[config.mk]
export PLATFORM = sky130hd
export DESIGN_NAME = spi_flash_rcache_flat
export DESIGN_NICKNAME = d
export VERILOG_FILES = /design/src/rtl/spi_flash_rcache_if.sv /design/src/rtl/spi_flash_rcache.sv /design/src/flat_wrapper.sv
export SDC_FILE = /design/constraint.sdc
export NUM_CORES = 1
export LEC_CHECK = 0
export BUFFER_PORTS_ARGS = -buffer_cell sky130_fd_sc_hd__buf_4
export CORE_MARGIN = 2
export CORE_UTILIZATION = 30
export CTS_CLUSTER_SIZE = 28
export DETAILED_ROUTE_END_ITERATION = 8
export GPL_ROUTABILITY_DRIVEN = 1
export PLACE_DENSITY = 0.58
export SYNTH_ARGS = -nofsm -noshare
export SYNTH_HDL_FRONTEND = slang
export SYNTH_SLANG_ARGS = --single-unit
export TNS_END_PERCENT = 50
[constraint.sdc]
create_clock -name clk -period 2.09 [get_ports clk]
set_input_delay 0.418 -clock clk [delete_from_list [all_inputs] [get_ports clk]]
set_output_delay 0.418 -clock clk [all_outputs]
set_load 0.05 [all_outputs]
[src/rtl/spi_flash_rcache_if.sv]
// CPU-side and flash-side bundles for spi_flash_rcache.
// The cache is the slave of the CPU bundle and the master of the flash bundle.
interface spi_flash_rcache_cpu_if;
  logic        cpu_rstrb;
  logic [19:0] cpu_word_address;
  logic [31:0] cpu_rdata;
  logic        cpu_rbusy;
  logic        cache_flush;

  modport master (
    output cpu_rstrb,
    output cpu_word_address,
    output cache_flush,
    input  cpu_rdata,
    input  cpu_rbusy
  );

  modport slave (
    input  cpu_rstrb,
    input  cpu_word_address,
    input  cache_flush,
    output cpu_rdata,
    output cpu_rbusy
  );
endinterface

interface spi_flash_rcache_flash_if;
  logic        flash_rstrb;
  logic [19:0] flash_word_address;
  logic [31:0] flash_rdata;
  logic        flash_rbusy;

  modport master (
    output flash_rstrb,
    output flash_word_address,
    input  flash_rdata,
    input  flash_rbusy
  );

  modport slave (
    input  flash_rstrb,
    input  flash_word_address,
    output flash_rdata,
    output flash_rbusy
  );
endinterface

[src/rtl/spi_flash_rcache.sv]
// Direct-mapped one-word-per-line read cache and miss sequencer in front of the SPI flash reader.
// Tag/data/valid storage is built only when SPI_FLASH_RCACHE_EN is defined; otherwise every request misses.
module spi_flash_rcache #(
  parameter int INDEX_BITS = 4
) (
  input  logic                            clk,
  input  logic                            resetn,
  spi_flash_rcache_cpu_if.slave           cpu,
  spi_flash_rcache_flash_if.master        flash
);

  localparam int LINES = 1 << INDEX_BITS;
  localparam int TAG_W = 20 - INDEX_BITS;

  localparam logic [2:0] ST_DRAIN = 3'd0;
  localparam logic [2:0] ST_IDLE  = 3'd1;
  localparam logic [2:0] ST_ISSUE = 3'd2;
  localparam logic [2:0] ST_ARM   = 3'd3;
  localparam logic [2:0] ST_FILL  = 3'd4;

  logic [2:0]  state_q, state_d;
  logic [31:0] cpu_rdata_q, cpu_rdata_d;
  logic        cpu_rbusy_q, cpu_rbusy_d;
  logic        flash_rstrb_q, flash_rstrb_d;
  logic [19:0] flash_addr_q, flash_addr_d;

  logic        hit_s;
  logic [31:0] hit_data_s;
  logic        fill_done_s;

  assign fill_done_s = (state_q == ST_FILL) && !flash.flash_rbusy;

`ifdef SPI_FLASH_RCACHE_EN
  logic [INDEX_BITS-1:0] req_idx_s;
  logic [INDEX_BITS-1:0] fill_idx_s;
  logic [TAG_W-1:0]      req_tag_s;
  logic [TAG_W-1:0]      fill_tag_s;
  logic [LINES-1:0]      valid_q, valid_d;
  logic [TAG_W-1:0]      tag_q  [LINES];
  logic [31:0]           data_q [LINES];
  logic                  flush_pend_q, flush_pend_d;

  assign req_idx_s  = cpu.cpu_word_address[INDEX_BITS-1:0];
  assign req_tag_s  = cpu.cpu_word_address[19:INDEX_BITS];
  assign fill_idx_s = flash_addr_q[INDEX_BITS-1:0];
  assign fill_tag_s = flash_addr_q[19:INDEX_BITS];

  // Lookup reads the pre-flush contents, so a hit coinciding with a flush is still served.
  assign hit_s      = valid_q[req_idx_s] && (tag_q[req_idx_s] == req_tag_s);
  assign hit_data_s = data_q[req_idx_s];

  // Valid bits and the "flushed while a miss was outstanding" marker.
  always_comb begin
    valid_d      = valid_q;
    flush_pend_d = flush_pend_q;
    if ((state_q == ST_IDLE) || (state_q == ST_DRAIN)) begin
      flush_pend_d = 1'b0;
    end else begin
      flush_pend_d = flush_pend_q | cpu.cache_flush;
    end
    if (cpu.cache_flush) begin
      valid_d = {LINES{1'b0}};
    end else if (fill_done_s && !flush_pend_q) begin
      valid_d[fill_idx_s] = 1'b1;
    end else begin
      valid_d = valid_q;
    end
  end

  // Valid/flush-marker registers.
  always_ff @(posedge clk or negedge resetn) begin
    if (!resetn) begin
      valid_q      <= {LINES{1'b0}};
      flush_pend_q <= 1'b0;
    end else begin
      valid_q      <= valid_d;
      flush_pend_q <= flush_pend_d;
    end
  end

  // Tag and data arrays need no reset: nothing is read while its valid bit is clear.
  always_ff @(posedge clk) begin
    if (fill_done_s) begin
      tag_q[fill_idx_s]  <= fill_tag_s;
      data_q[fill_idx_s] <= flash.flash_rdata;
    end
  end
`else
  assign hit_s      = 1'b0;
  assign hit_data_s = 32'd0;
`endif

  // Miss sequencer: DRAIN -> IDLE, and IDLE -> ISSUE -> ARM -> FILL -> IDLE per miss.
  always_comb begin
    state_d      = state_q;
    cpu_rdata_d  = cpu_rdata_q;
    flash_addr_d = flash_addr_q;
    case (state_q)
      ST_DRAIN: begin
        if (!flash.flash_rbusy) begin
          state_d = ST_IDLE;
        end else begin
          state_d = ST_DRAIN;
        end
      end
      ST_IDLE: begin
        if (cpu.cpu_rstrb) begin
          if (hit_s) begin
            cpu_rdata_d = hit_data_s;
          end else begin
            flash_addr_d = cpu.cpu_word_address;
            state_d      = ST_ISSUE;
          end
        end else begin
          state_d = ST_IDLE;
        end
      end
      ST_ISSUE: begin
        state_d = ST_ARM;
      end
      ST_ARM: begin
        if (flash.flash_rbusy) begin
          state_d = ST_FILL;
        end else begin
          state_d = ST_ARM;
        end
      end
      ST_FILL: begin
        if (!flash.flash_rbusy) begin
          cpu_rdata_d = flash.flash_rdata;
          state_d     = ST_IDLE;
        end else begin
          state_d = ST_FILL;
        end
      end
      default: begin
        state_d = ST_DRAIN;
      end
    endcase
    cpu_rbusy_d   = (state_d == ST_ISSUE) || (state_d == ST_ARM) || (state_d == ST_FILL);
    flash_rstrb_d = (state_d == ST_ISSUE);
  end

  // Sequencer and output registers.
  always_ff @(posedge clk or negedge resetn) begin
    if (!resetn) begin
      state_q       <= ST_DRAIN;
      cpu_rdata_q   <= 32'd0;
      cpu_rbusy_q   <= 1'b0;
      flash_rstrb_q <= 1'b0;
      flash_addr_q  <= 20'd0;
    end else begin
      state_q       <= state_d;
      cpu_rdata_q   <= cpu_rdata_d;
      cpu_rbusy_q   <= cpu_rbusy_d;
      flash_rstrb_q <= flash_rstrb_d;
      flash_addr_q  <= flash_addr_d;
    end
  end

  assign cpu.cpu_rdata          = cpu_rdata_q;
  assign cpu.cpu_rbusy          = cpu_rbusy_q;
  assign flash.flash_rstrb      = flash_rstrb_q;
  assign flash.flash_word_address = flash_addr_q;

endmodule

[src/flat_wrapper.sv]
// flat-port wrapper written by rule: the top's interface ports become plain ports
module spi_flash_rcache_flat 
#(
  parameter int INDEX_BITS = 4
)
  (clk, resetn, cpu_cpu_rstrb, cpu_cpu_word_address, cpu_cache_flush, cpu_cpu_rdata, cpu_cpu_rbusy, flash_flash_rstrb, flash_flash_word_address, flash_flash_rdata, flash_flash_rbusy);
  spi_flash_rcache_cpu_if cpu_i ();
  spi_flash_rcache_flash_if flash_i ();
  input  logic clk;
  input  logic resetn;
  input wire logic [$bits(cpu_i.cpu_rstrb)-1:0] cpu_cpu_rstrb;
  input wire logic [$bits(cpu_i.cpu_word_address)-1:0] cpu_cpu_word_address;
  input wire logic [$bits(cpu_i.cache_flush)-1:0] cpu_cache_flush;
  output wire logic [$bits(cpu_i.cpu_rdata)-1:0] cpu_cpu_rdata;
  output wire logic [$bits(cpu_i.cpu_rbusy)-1:0] cpu_cpu_rbusy;
  output wire logic [$bits(flash_i.flash_rstrb)-1:0] flash_flash_rstrb;
  output wire logic [$bits(flash_i.flash_word_address)-1:0] flash_flash_word_address;
  input wire logic [$bits(flash_i.flash_rdata)-1:0] flash_flash_rdata;
  input wire logic [$bits(flash_i.flash_rbusy)-1:0] flash_flash_rbusy;
  assign cpu_i.cpu_rstrb = cpu_cpu_rstrb;
  assign cpu_i.cpu_word_address = cpu_cpu_word_address;
  assign cpu_i.cache_flush = cpu_cache_flush;
  assign cpu_cpu_rdata = cpu_i.cpu_rdata;
  assign cpu_cpu_rbusy = cpu_i.cpu_rbusy;
  assign flash_flash_rstrb = flash_i.flash_rstrb;
  assign flash_flash_word_address = flash_i.flash_word_address;
  assign flash_i.flash_rdata = flash_flash_rdata;
  assign flash_i.flash_rbusy = flash_flash_rbusy;
  spi_flash_rcache #(.INDEX_BITS(INDEX_BITS)) u_core (.clk(clk), .resetn(resetn), .cpu(cpu_i), .flash(flash_i));
endmodule
Word level (Yosys, flattened, before mapping):

Cells that the tools add are included.

* $add $sub $neg: 0
* multiply operators: 0
* div/mod/pow operators: 0
* $lt $le $gt $ge: 0
* equality and inequality tests: 7
* shift operators: 0
* muxes and demuxes: 5
* bitwise operators: 1
* reduce and logical (&&, ||, !) cells: 5

Operator list (number)
* case mux 3 bit (5 select lines): 1
* == test 3 x 2 -> 1 bit (second input constant): 4
* == test 3 bit (second input constant): 2
* 2-to-1 mux 3 bit: 2
* AND reduction 2 bit: 2
* == test 3 x 1 -> 1 bit (second input constant): 1
* logical NOT 3 bit: 1
* logical OR 1 bit: 2
* 2-to-1 mux 2 bit: 1
* 2-to-1 mux 1 bit: 1
* NOT 1 bit: 1

* register bits: 57
* latch bits: 0
* RAM bits: 0
* ROM bits: 0
* input bits: 57
* output and inout bits: 54
* memories: 0

Logic depth before layout (Yosys ltp):

* depth after elaboration: 5
* mapped depth: 4
* gate-level depth less buffers: 2

Least setup slack after synthesis:

OpenSTA, ideal clock, no wires.

* path kind: reg2reg
* start: register u_core.state_q[1]
* end: register u_core.cpu_rdata_q[10] (netlist: u_core.cpu.cpu_rdata[10])
* library setup time: 0.125 ns
* data arrival time: 1.423 ns
* required time: 1.965 ns
* setup slack: 0.543 ns
* cell stages (with the launch flop): 5
* period minus slack after synthesis: 1.547 ns
* cells stage by stage: dfrtp_1 buf_4 nor4b_4 buf_6 mux2_2

* cells in the longest elaborated chain, start to end: 2

RTL lines
* from (decl): line spi_flash_rcache.sv:21 `logic [2:0] state_q, state_d;`
* from (signal assigned): line spi_flash_rcache.sv:153 `state_q <= state_d;`
* == test 3 bit: line spi_flash_rcache.sv:98 `case (state_q)`
* AND reduction 2 bit (no source line)
* to (signal assigned): line spi_flash_rcache.sv:154 `cpu_rdata_q <= cpu_rdata_d;`
* to (decl): line spi_flash_rcache.sv:22 `logic [31:0] cpu_rdata_q, cpu_rdata_d;`

Every way passes these cells.
A chain may end at the register's enable or synchronous reset.

Final worst setup path:

* start: register u_core.state_q[1]
* end: register u_core.flash_addr_q[1] (netlist: u_core.flash.flash_word_address[1])

* cells in the longest elaborated chain, start to end: 2

RTL lines
* == test 3 x 1 -> 1 bit: line spi_flash_rcache.sv:98
* AND reduction 2 bit (no source line)
* to (signal assigned): line spi_flash_rcache.sv:157 `flash_addr_q <= flash_addr_d;`
* to (decl): line spi_flash_rcache.sv:25 `logic [19:0] flash_addr_q, flash_addr_d;`

Every way passes these cells.

==> flow_metrics.tcl <==
set metrics [dict create \
    grt_use_total 0.113 \
    setup_violations 0 \
    ant_nets 0 \
    die_area_um2 8010 \
    post-route-min-period_ns 1.57 \
    clockRootBuffer "clkbuf_8" \
    timing.rr.start "u_core.state_q[1]" \
    postCtsHoldBufs 0 \
    reg2reg_depth 3 \
    grt_pass1_vias 1457 \
    ys_seq_elements 57 \
    synth_area_per_cell_um2 16.9 \
    finalMaxSlewViolations 0 \
    synth_top_area_share 0.651 \
    dr.first_iter.drc_count 59 \
    seq_area_frac_synth 0.651 \
    place_congestion 0.665 \
    path_clk_slew_ns 0.07 \
    slew_headroom 0.535 \
    grt_max_degree 58 \
    core_um2 7180 \
    timing.rr.end "u_core.flash.flash_word_address[1]" \
    max_freq_mhz 636 \
    h-tree-depth 3 \
    reg2reg_slack_ns 0.52 \
    vias 1498 \
    status "complete, no violations" \
    synth_most_common_cell "dfrtp_1" \
    synth_common_cells "dfrtp_1 (57), mux2_2 (50), buf_2 (3), buf_6 (3)" \
    synthesis.area_um2 2190 \
    antenna_found_initial 0 \
    synth_area_leader_cell "dfrtp_1" \
    io_buffers 109 \
    post-cts-setup-buffer-count 0 \
    drv_cap 0 \
    drc_errors 0 \
    num_antenna_cells 0 \
    io_pins 111 \
    rsz0062_at_grt "false" \
    fin_tns_setup_ns 0 \
    n_fill_cell 666 \
    finalCritPeriodShare 0.752 \
    cp-end-kind "flip-flop" \
    cts_tree "yes" \
    synth_edf_count 0 \
    async_flop_share 1.00 \
    final_nets 302 \
    die_h_um 89.5 \
    worstPathArrival_ns 1.78 \
    worst-path-max-fanout 21 \
    cts-resized-gates 0 \
    hold_viol 0 \
    worst_ep_required_time_ns 2.30 \
    synth_cell_types 18 \
    rows 31 \
    die_w_um 89.5 \
    synth_nets 187 \
    cts_sinks 57 \
    critPathKind "reg2reg" \
    grt_pass1_wl_mm 6.85 \
    wire_per_inst_um 12.7 \
    firstDrtPassIters 3 \
    start_util 0.305 \
    multiInputGateArea_um2 709 \
    synth_area_leaders "dfrtp_1 (65%), mux2_2 (26%), buf_6 (1.5%), nor4b_4 (1.1%), mux2_1 (1.0%)" \
    wirelength_mm 4.43 \
    tightestPinTransition_ns 0.697 \
    syn_inst 130 \
    syn2layout_area_growth_pct 52.1 \
    cts_inserted_buffers 9 \
    regArea_um2 1430 \
    hp-class "in2async" \
    ys_warn_count 0 \
    worst_clock_skew_ns 0.00871 \
    max-clock-path-buffers 2 \
    overflow 0 \
    vias_per_cell 4.29 \
    insertion_delay_ns 0.33 \
    drive_gt1_frac 0.728 \
    startpoint_type "flip-flop" \
    ys.flop_type "dfrtp_1" \
    dpl.hpwl_mm 3.18 \
]
-- through the flow --
stage                     hold WS (ns)  cells  utilization  setup slack [ns]  area (µm²)
after floorplan                  0.122    130            -             0.543        2190
after global placement           0.471    333        0.433             0.526        3110
after detailed placement         0.486    333        0.433             0.504        3110
after CTS                        0.162    349        0.465             0.483        3330
after global routing             0.194    349        0.465             0.439        3330
final                            0.142    349        0.465             0.518        3330
-- cell usage in the layout, fill, tap and decap left out, drive strengths merged, types with 2 or more instances in the layout --
cell type / synthesis / layout
clkbuf: 0 / 10
bufinv: 0 / 2
dfrtp: 57 / 57
nand3b: 2 / 2
buf: 7 / 111
mux2: 52 / 52
a21oi: 2 / 2
clkinvlp: 0 / 3
-- registers in the layout (all words and copies together) (netlist names) --
| name | flops |
|---|---|
| u_core.cpu.cpu_rdata | 32 |
| u_core.flash.flash_word_address | 20 |
| u_core.cpu.cpu_rbusy | 1 |
| u_core.state_q | 3 |
| u_core.flash.flash_rstrb | 1 |
-- logic make-up after synthesis --
kind of cell / count (synthesis) / synth area share
AOI/OAI and AO/OA: 6 / 0.0200
buffers and inverters: 7 / 0.0257
DFF: 57 / 0.651
and+or+nand+nor: 8 / 0.0365
muxes: 52 / 0.267
-- worst max path at each step --
stage | depth (start not counted) | from | endpoint
after floorplan | 4 | u_core.state_q[1] | u_core.cpu.cpu_rdata[10]
after global placement | 3 | u_core.state_q[1] | u_core.flash.flash_word_address[13]
after detailed placement | 3 | u_core.state_q[1] | u_core.flash.flash_word_address[19]
after CTS | 3 | u_core.state_q[1] | u_core.flash.flash_word_address[19]
after global routing | 3 | u_core.state_q[0] | u_core.flash.flash_word_address[6]
final | 3 | u_core.state_q[1] | u_core.flash.flash_word_address[1]
-- area by class of cell --
cell class,count,area share
Sequential cell,57,0.428
Timing Repair Buffer,111,0.254
Multi-Input combinational cell,66,0.213
Clock buffer,10,0.0413
Tap cell,99,0.0371
Clock inverter,6,0.0274
-- per-layer routing --
| layer | part of all wire | global-route usage | vias up |
|---|---|---|---|
| met1 | 0.42 | 0.139 | 729 |
| met4 | 0.018 | 0.0692 | 0 |
| met5 | 0 | 0 | - |
| met3 | 0.082 | 0.0342 | 7 |
| li1 | - | - | 691 |
| met2 | 0.48 | 0.175 | 71 |
-- critical path, stage by stage (launching register included) --
cell      delay (ns)
dfrtp_1         0.48
and4bb_2        0.32
buf_4           0.27
mux2_2          0.37
Power is left out: the tool's default activity adds up to more than one toggle a clock period on the data nets, which glitch-free logic cannot reach.
